**src/rtl/operand_sequencer.sv**
```systemverilog
// Multi-cycle operand sequencer: fetches two operands from register file, data memory
// or immediate, presents them to the ALU, then writes the result back to the destination.
module operand_sequencer #(
  parameter int OPCODE_WIDTH = 4,
  parameter int VALUE_WIDTH  = 8,
  parameter int MEM_WIDTH    = 5
) (
  input  logic                    clk,
  input  logic                    rst,
  input  logic                    instr_valid,
  output logic                    instr_ready,
  input  logic [OPCODE_WIDTH-1:0] op_code,
  input  logic [MEM_WIDTH-1:0]    source1_addr,
  input  logic [MEM_WIDTH-1:0]    source2_addr,
  input  logic [MEM_WIDTH-1:0]    dest_addr,
  input  logic [1:0]              source1_choice,
  input  logic [1:0]              source2_choice,
  input  logic [1:0]              dest_choice,
  output logic [MEM_WIDTH-1:0]    rf_raddr1,
  output logic [MEM_WIDTH-1:0]    rf_raddr2,
  input  logic [VALUE_WIDTH-1:0]  rf_rdata1,
  input  logic [VALUE_WIDTH-1:0]  rf_rdata2,
  output logic                    rf_we,
  output logic [MEM_WIDTH-1:0]    rf_waddr,
  output logic [VALUE_WIDTH-1:0]  rf_wdata,
  output logic [MEM_WIDTH-1:0]    mem_addr,
  output logic                    mem_re,
  input  logic [VALUE_WIDTH-1:0]  mem_rdata,
  output logic                    mem_we,
  output logic [VALUE_WIDTH-1:0]  mem_wdata,
  output logic [OPCODE_WIDTH-1:0] alu_op,
  output logic [VALUE_WIDTH-1:0]  alu_a,
  output logic [VALUE_WIDTH-1:0]  alu_b,
  input  logic [VALUE_WIDTH-1:0]  alu_out,
  output logic                    done,
  output logic                    err
);

  localparam logic [1:0] LOC_REG  = 2'b00;
  localparam logic [1:0] LOC_MEM  = 2'b01;
  localparam logic [1:0] LOC_IMM  = 2'b10;

  typedef enum logic [2:0] {IDLE, S1_RD, S1_WT, S2_RD, S2_WT, EXEC, WB} state_t;

  state_t                 state;
  logic [MEM_WIDTH-1:0]   src1_addr;
  logic [MEM_WIDTH-1:0]   src2_addr;
  logic [MEM_WIDTH-1:0]   dst_addr;
  logic [1:0]             src1_sel;
  logic [1:0]             src2_sel;
  logic [1:0]             dst_sel;
  logic [VALUE_WIDTH-1:0] result;

  // Non-memory operand value: register data, zero-extended immediate, or zero for "none".
  function automatic logic [VALUE_WIDTH-1:0] direct_operand(
    input logic [1:0]             sel,
    input logic [VALUE_WIDTH-1:0] rdata,
    input logic [MEM_WIDTH-1:0]   addr
  );
    logic [VALUE_WIDTH-1:0] val;
    case (sel)
      LOC_REG: val = rdata;
      LOC_IMM: val = VALUE_WIDTH'(addr);
      default: val = '0;
    endcase
    return val;
  endfunction

  assign rf_raddr1 = src1_addr;
  assign rf_raddr2 = src2_addr;
  assign rf_waddr  = dst_addr;
  assign rf_wdata  = result;
  assign mem_wdata = result;

  // Strobes are registered on the transition into the cycle in which they must be high,
  // so the single memory port serves reads (S1_RD/S2_RD) and the write (WB) in turn.
  always_ff @(posedge clk or negedge rst) begin
    if (!rst) begin
      state       <= IDLE;
      instr_ready <= 1'b1;
      src1_addr   <= '0;
      src2_addr   <= '0;
      dst_addr    <= '0;
      src1_sel    <= '0;
      src2_sel    <= '0;
      dst_sel     <= '0;
      result      <= '0;
      alu_op      <= '0;
      alu_a       <= '0;
      alu_b       <= '0;
      mem_addr    <= '0;
      mem_re      <= 1'b0;
      mem_we      <= 1'b0;
      rf_we       <= 1'b0;
      done        <= 1'b0;
      err         <= 1'b0;
    end else begin
      mem_re <= 1'b0;
      mem_we <= 1'b0;
      rf_we  <= 1'b0;
      done   <= 1'b0;
      err    <= 1'b0;
      case (state)
        IDLE: begin
          if (instr_valid) begin
            alu_op      <= op_code;
            src1_addr   <= source1_addr;
            src2_addr   <= source2_addr;
            dst_addr    <= dest_addr;
            src1_sel    <= source1_choice;
            src2_sel    <= source2_choice;
            dst_sel     <= dest_choice;
            instr_ready <= 1'b0;
            mem_re      <= (source1_choice == LOC_MEM);
            mem_addr    <= source1_addr;
            state       <= S1_RD;
          end
        end
        S1_RD: begin
          if (src1_sel == LOC_MEM) begin
            state <= S1_WT;
          end else begin
            alu_a    <= direct_operand(src1_sel, rf_rdata1, src1_addr);
            mem_re   <= (src2_sel == LOC_MEM);
            mem_addr <= src2_addr;
            state    <= S2_RD;
          end
        end
        S1_WT: begin
          alu_a    <= mem_rdata;
          mem_re   <= (src2_sel == LOC_MEM);
          mem_addr <= src2_addr;
          state    <= S2_RD;
        end
        S2_RD: begin
          if (src2_sel == LOC_MEM) begin
            state <= S2_WT;
          end else begin
            alu_b <= direct_operand(src2_sel, rf_rdata2, src2_addr);
            state <= EXEC;
          end
        end
        S2_WT: begin
          alu_b <= mem_rdata;
          state <= EXEC;
        end
        EXEC: begin
          result <= alu_out;
          rf_we  <= (dst_sel == LOC_REG);
          mem_we <= (dst_sel == LOC_MEM);
          err    <= (dst_sel == LOC_IMM);
          done   <= 1'b1;
          if (dst_sel == LOC_MEM) begin
            mem_addr <= dst_addr;
          end
          state  <= WB;
        end
        WB: begin
          instr_ready <= 1'b1;
          state       <= IDLE;
        end
        default: begin
          instr_ready <= 1'b1;
          state       <= IDLE;
        end
      endcase
    end
  end

endmodule

```
**config.mk**
```make
export PLATFORM = sky130hd
export DESIGN_NAME = operand_sequencer
export DESIGN_NICKNAME = d
export VERILOG_FILES = /design/src/rtl/operand_sequencer.sv
export SDC_FILE = /design/constraint.sdc
export NUM_CORES = 1
export LEC_CHECK = 0
export ABC_AREA = 1
export CAP_MARGIN = 20
export CORE_MARGIN = 4
export CORE_UTILIZATION = 23
export CTS_BUF_LIST = sky130_fd_sc_hd__clkbuf_8
export DETAILED_ROUTE_END_ITERATION = 12
export GPL_ROUTABILITY_DRIVEN = 0
export SLEW_MARGIN = 10
export SYNTH_ARGS = -nofsm -noshare
export SYNTH_HDL_FRONTEND = slang
export SYNTH_SLANG_ARGS = --single-unit
export TNS_END_PERCENT = 10
```
**constraint.sdc**
```tcl
create_clock -name clk -period 1.3 [get_ports clk]
set_input_delay 0.26 -clock clk [delete_from_list [all_inputs] [get_ports clk]]
set_output_delay 0.26 -clock clk [all_outputs]
set_load 0.01 [all_outputs]
```
==> results.cfg, run 1 <==
[outcome]
status = complete, but fails checks
violations = negative setup slack

[final_layout]
final_core_util_pct = 39.4
drive_gt1_share_pct = 19.1
n_antenna_cell = 0
area_growth_pct = 68.0
nets = 584
layout.cells.non_filler = 701

[drt]
drt-initial-drc-count = 125
post_drt_wl_per_cell_um = 13.9
finalWirelength_um = 9740
ant_nets = 0
viasPerCell = 4.23
drcViolationCount = 0
dr_total_vias = 2967
drt-pass1-iter-count = 4

[worst_hold_path]
hp-class = in -> async

[synthesis]
ys_seq_elements = 63
syn_inst = 364
netlist_area_sq_um = 2950
synth_cell_type_count = 25
synth_seq_area_share_pct = 53.5
syn-num-nets = 424
yosys_warnings = 0
syn_area_per_cell_sq_um = 8.11

[pwr]
power_frac_comb_pct = 53.9
total_power_mw = 11.6
power-per-cell-area_nw_per_um2 = 2340
irDropWorstVdd_mv = 0.724
p_int_mw = 6.95
clock_power_share_pct = 16.5
switching_power_mw = 4.65
switching_share_pct = 40.1
p_leak_nw = 2.46
seqPwrFrac_pct = 29.6

[placed_design]
io_buffers = 121
dp.cells = 672
dp_hpwl_um = 7520

[die]
core_area_sq_um = 12600
die_h_um = 121
num_rows = 41
start_util_pct = 23.5
die_x_um = 121
die_area_sq_um = 14700
io_pins = 122

[sta]
setup_viol_count_final = 30
relSlewSlack_pct = 74.0
fin_ws_ps = -89.2
slew_violations = 0
fin_crit_sh_pct = 107
rsz0062_at_grt = yes
fin_worst_skew_ps = 13.1
hold_viol_final = 0
worst_slew_pin_slew_ps = 388
post-route-min-period_ps = 1390
fmax_mhz = 720

[critical_path]
cp.arrival_ps = 1660
cp-start-kind = flop
endpoint_kind = flop
timing.rr.start = state[1]
rrSetupSlack_ps = -90
critical_path_buf_inv_count = 3
cp_top_family = buffers and inverters
startpoint = state[1]
worstPathRequired_ps = 1570
cp_max_fo = 6
path_class = reg -> reg
critPathSlowestCell = dfrtp_1
crit_chain = inv_2, buf_4, nor2_2, a21oi_1, buf_4, nand2_1, nand3_1, nand2_1, nand2_1
cp_slowest_stage_delay_ps = 430
cp_common_cell = nand2_1

[global_routing]
grt_pass1_vias = 3056
grt_remaining_overflow = 0
grt_pass1_wl_um = 15000
antenna_found_initial = 0
grt_start_max_net_pins = 27
track_usage_pct = 13.1

[clock_tree]
clock_latency_ps = 340
cts_sinks = 63
cts_buffer_depth = 2
h-tree-depth = 3
clockRootBuffer = clkbuf_8
path_clk_slew_ps = 70
cts_tree = done
cts_buffers = 9

[run]
drv_cap = 0
[power groups by stage]
stage	clock [mW]	combinational (mW)	sequential [mW]
2_1_floorplan	0	2.79	3.71
3_3_place_gp	0	6.01	3.44
3_5_place_dp	0	6.11	3.47
4_1_cts	1.98	5.79	3.42
5_1_grt	2.07	6.90	3.56
6_report	1.92	6.25	3.43
[cell type report]
type | instances | area [sq um]
clock buffers | 11 | 151
clock inverters | 5 | 72.6
fillers | 1266 | 7610
inverters | 20 | 85.1
multi-input cells | 261 | 1210
flip-flops and latches | 63 | 1580
well taps | 172 | 215
repair buffers | 169 | 1640
[what timing repair did]
item                                    in CTS  in global routing
pin swaps                                    1                 17
cloned                                       0                  1
endpoints found under the setup margin     105                101
resized for setup                           87                 74
hold buffers                                 1                  0
endpoints found under the hold margin        9                  0
buffers inserted                             5                  6
[metrics by stage]
step | worst slack, ps | instance area, sq um | hold slack (ps) | setup TNS (ps)
after global routing | -182 | 4960 | 378 | -4910
after detailed placement | -171 | 4520 | 194 | -3880
after CTS | -29.0 | 4750 | 366 | -238
after global placement | -142 | 4520 | 190 | -3560
final | -89.2 | 4960 | 364 | -928
after floorplan | 47.1 | 2950 | -35.6 | 0
[cell families (layout without fill, tap and decap cells)]
logic type | count (synthesis) | count (layout) | share of synthesized area (%)
AO/OA/AOI/OAI | 33 | 33 | 7.42
buffers and inverters | 40 | 205 | 7.38
flip-flops | 63 | 63 | 53.5
AND/OR/NAND/NOR | 228 | 228 | 31.7
[layer usage]
layer  routed length, um  share of wire (%)  global-route usage, %
met5                   0                  0                      0
met4                 121                1.2                   4.06
met3                 635                6.5                   4.06
met2                4740                 49                   21.4
met1                4240                 44                   16.7
[flip-flops by register name (all words and copies together) (netlist names), 4 cells and up]
register	count
alu_a	8
alu_b	8
alu_op	4
mem_addr	5
mem_wdata	8
rf_raddr1	5
rf_raddr2	5
rf_waddr	5
[placed cells by master, fill, tap and decap left out, types with 2 or more instances in the layout]
master,Yosys,final
nor2_2,4,4
dlygate4sd2_1,0,7
nand2_1,173,167
nand3_1,32,31
clkbuf_8,0,11
o211ai_1,6,6
nor2_4,1,4
nor3_1,2,2
dfrtp_1,62,60
inv_4,1,2
o21ai_2,3,5
buf_12,0,4
clkdlybuf4s50_1,0,58
buf_4,9,37
nand2_4,1,3
buf_6,3,5
a21oi_1,2,2
nor2_1,10,7
nand2_2,4,8
o21ai_1,3,6
inv_1,15,17
bufinv_16,0,2
o21ai_0,17,12
dfrtp_2,0,2
clkbuf_2,0,3
inv_2,4,2
clkdlybuf4s15_1,0,51
[final timing paths]
check | endpoint | depth (start not counted)
setup / recovery | mem_addr[1] | 9
hold / removal | alu_a[2] | 2
setup reg to reg | mem_addr[1] | 9
hold reg to reg | rf_we | 1
max in group asynchronous | instr_ready | 3
min in group clk | mem_wdata[2] | 3
[Yosys cell counts, drive strengths merged]
| library cell | number | area (sq um) |
|---|---|---|
| a21oi | 2 | 10.0 |
| a31oi | 1 | 21.3 |
| buf | 19 | 136 |
| clkbuf | 1 | 3.75 |
| dfrtp | 62 | 1550 |
| dfstp | 1 | 26.3 |
| inv | 20 | 77.6 |
| nand2 | 178 | 686 |
| nand3 | 32 | 160 |
| nand4 | 1 | 6.26 |
| nor2 | 15 | 73.8 |
| nor3 | 2 | 10.0 |
| o211ai | 6 | 45.0 |
| o21ai | 24 | 143 |
No activity file was read; power rests on OpenSTA's default activity.
==> run 2, diff against run 1 <==
--- a/config.mk
+++ b/config.mk
@@ -12,6 +12,7 @@
 export CTS_BUF_LIST = sky130_fd_sc_hd__clkbuf_8
 export DETAILED_ROUTE_END_ITERATION = 12
 export GPL_ROUTABILITY_DRIVEN = 0
+export RECOVER_POWER = 25
 export SLEW_MARGIN = 10
 export SYNTH_ARGS = -nofsm -noshare
 export SYNTH_HDL_FRONTEND = slang
==> results.cfg, run 2 (synthesis gave the netlist of run 1 again) <==
[critical_path]
startpoint = state[1]
path_class = reg -> reg
r2r_cells = 9
timing.rr.start = state[1]
cp_max_fo = 6
worstPathRequired_ps = 1570
rrSetupSlack_ps = -90
endpoint_kind = flop
cp.arrival_ps = 1660
rr_endpoint = mem_addr[1]
cp-start-kind = flop

[die]
die_h_um = 121
start_util_pct = 23.5
core_area_sq_um = 12600
die_area_sq_um = 14700
io_pins = 122
num_rows = 41
die_x_um = 121

[clock_tree]
cts_buffer_depth = 2
clock_latency_ps = 340
path_clk_slew_ps = 70
h-tree-depth = 3
cts_buffers = 9
clockRootBuffer = clkbuf_8
cts_sinks = 63
cts_tree = done

[final_layout]
n_fill_cell = 1267
layout.cells.non_filler = 701
drive_gt1_share_pct = 18.9
n_antenna_cell = 0
nets = 584
area_growth_pct = 67.6
final_common_cell = nand2_1
layout_common_cells = 167 x nand2_1, 60 x dfrtp_1, 58 x clkdlybuf4s50_1
final_core_util_pct = 39.4

[outcome]
status = complete, but fails checks
violations = negative setup slack

[placed_design]
io_buffers = 121
dp.cells = 672
dpl_worst_slack_ps = -171
dp_hpwl_um = 7520

[pwr]
irDropWorstVdd_mv = 0.724
seqPwrFrac_pct = 29.6
clock_power_share_pct = 16.5
power_frac_comb_pct = 53.9
switching_share_pct = 40.1
switching_power_mw = 4.66
p_int_mw = 6.95
p_leak_nw = 2.46
total_power_mw = 11.6
power-per-cell-area_nw_per_um2 = 2350

[run]
drv_cap = 0

[worst_hold_path]
hp-class = in -> reg
hold_path.startpoint = alu_out[2]
worstHoldEndpoint = mem_wdata[2]
hold_path_depth = 3

[global_routing]
grt_remaining_overflow = 0
track_usage_pct = 13.1
grt.busiest_layer = met2
globalRouteMet3Util_pct = 4.06
antenna_found_initial = 0
grt_pass1_wl_um = 15000
use_met1_pct = 16.7
grt_pass1_vias = 3056
grt_start_max_net_pins = 27
use_met2_pct = 21.4

[sta]
post-route-min-period_ps = 1390
fmax_mhz = 720
setup_viol_count_final = 30
fin_ws_ps = -88.4
fin_worst_skew_ps = 13.1
fin_crit_sh_pct = 107
worst_slew_pin_slew_ps = 805
relSlewSlack_pct = 46.4
hold_viol_final = 0
rsz0062_at_grt = yes
slew_violations = 0

[drt]
drt-initial-drc-count = 125
drcViolationCount = 0
dr_total_vias = 2969
viasPerCell = 4.24
post_drt_wl_per_cell_um = 13.9
drt-pass1-iter-count = 4
ant_nets = 0
finalWirelength_um = 9750
-- run 2: changes by cell type in the layout (fill, tap and decap cells not counted) --
| cell | delta |
|---|---|
| buf_2 | -1 |
| buf_6 | +1 |
| clkbuf_1 | +1 |
| buf_12 | -1 |
-- run 2: power groups by stage --
stage               Combinational, mW  Sequential [mW]  Clock [mW]
global placement                 6.01             3.44           0
detailed placement               6.11             3.47           0
CTS                              5.79             3.42        1.98
finish                           6.25             3.43        1.92
floorplan                        2.79             3.71           0
global route                     6.89             3.56        2.07
-- run 2: routing by layer --
metal | up-vias | share of wire, %
met1 | 1414 | 44
li1 | 1461 | -
met3 | 7 | 6.2
met4 | 0 | 1.2
met2 | 87 | 49
met5 | - | 0
-- run 2: how the worst max path moves through the flow --
| stage | to | cells past startpoint |
|---|---|---|
| detailed placement | rf_raddr2[4] | 6 |
| finish | mem_addr[1] | 9 |
| CTS | alu_b[4] | 7 |
| floorplan | alu_b[4] | 7 |
| global placement | rf_raddr2[4] | 5 |
| global route | mem_addr[1] | 9 |
-- run 2: timing repair --
action / in CTS / in global routing
buffers inserted: 5 / 6
hold endpoints to repair: 9 / 0
endpoints found under the setup margin: 105 / 101
cloned: 0 / 1
hold buffers: 1 / 0
pin swaps: 1 / 17
resized for setup: 87 / 74
-- run 2: metrics by stage --
step                hold WS [ps]  cell area (sq um)  TNS (ps)
global route                 446               4950     -5790
global placement             190               4520     -3560
floorplan                  -35.6               2950         0
finish                       459               4950      -975
CTS                          366               4750      -238
detailed placement           194               4520     -3880
-- run 2: area by class of cell --
class	instances	area, sq um	share of cell area [%]
multi-input cells	261	1210	24.6
clock inverters	5	72.6	1.47
well taps	172	215	4.35
inverters	20	85.1	1.72
repair buffers	169	1630	32.9
clock buffers	11	151	3.06
flip-flops and latches	63	1580	32.0
-- run 2: critical path, cell delays in order, from the launching register on --
cell and delay, ps:
dfrtp_1 430, inv_2 130, buf_4 140, nor2_2 30
a21oi_1 160, buf_4 170, nand2_1 60, nand3_1 80
nand2_1 50, nand2_1 70
==> run 3, diff against run 2 <==
--- a/config.mk
+++ b/config.mk
@@ -6,10 +6,12 @@
 export NUM_CORES = 1
 export LEC_CHECK = 0
 export ABC_AREA = 1
+export ABC_CLOCK_PERIOD_IN_PS = 1300
 export CAP_MARGIN = 20
 export CORE_MARGIN = 4
 export CORE_UTILIZATION = 23
 export CTS_BUF_LIST = sky130_fd_sc_hd__clkbuf_8
+export CTS_CLUSTER_DIAMETER = 50
 export DETAILED_ROUTE_END_ITERATION = 12
 export GPL_ROUTABILITY_DRIVEN = 0
 export RECOVER_POWER = 25
==> results of run 3 <==
Same layout as run 2: the final DEF is identical, and so are final timing and power.
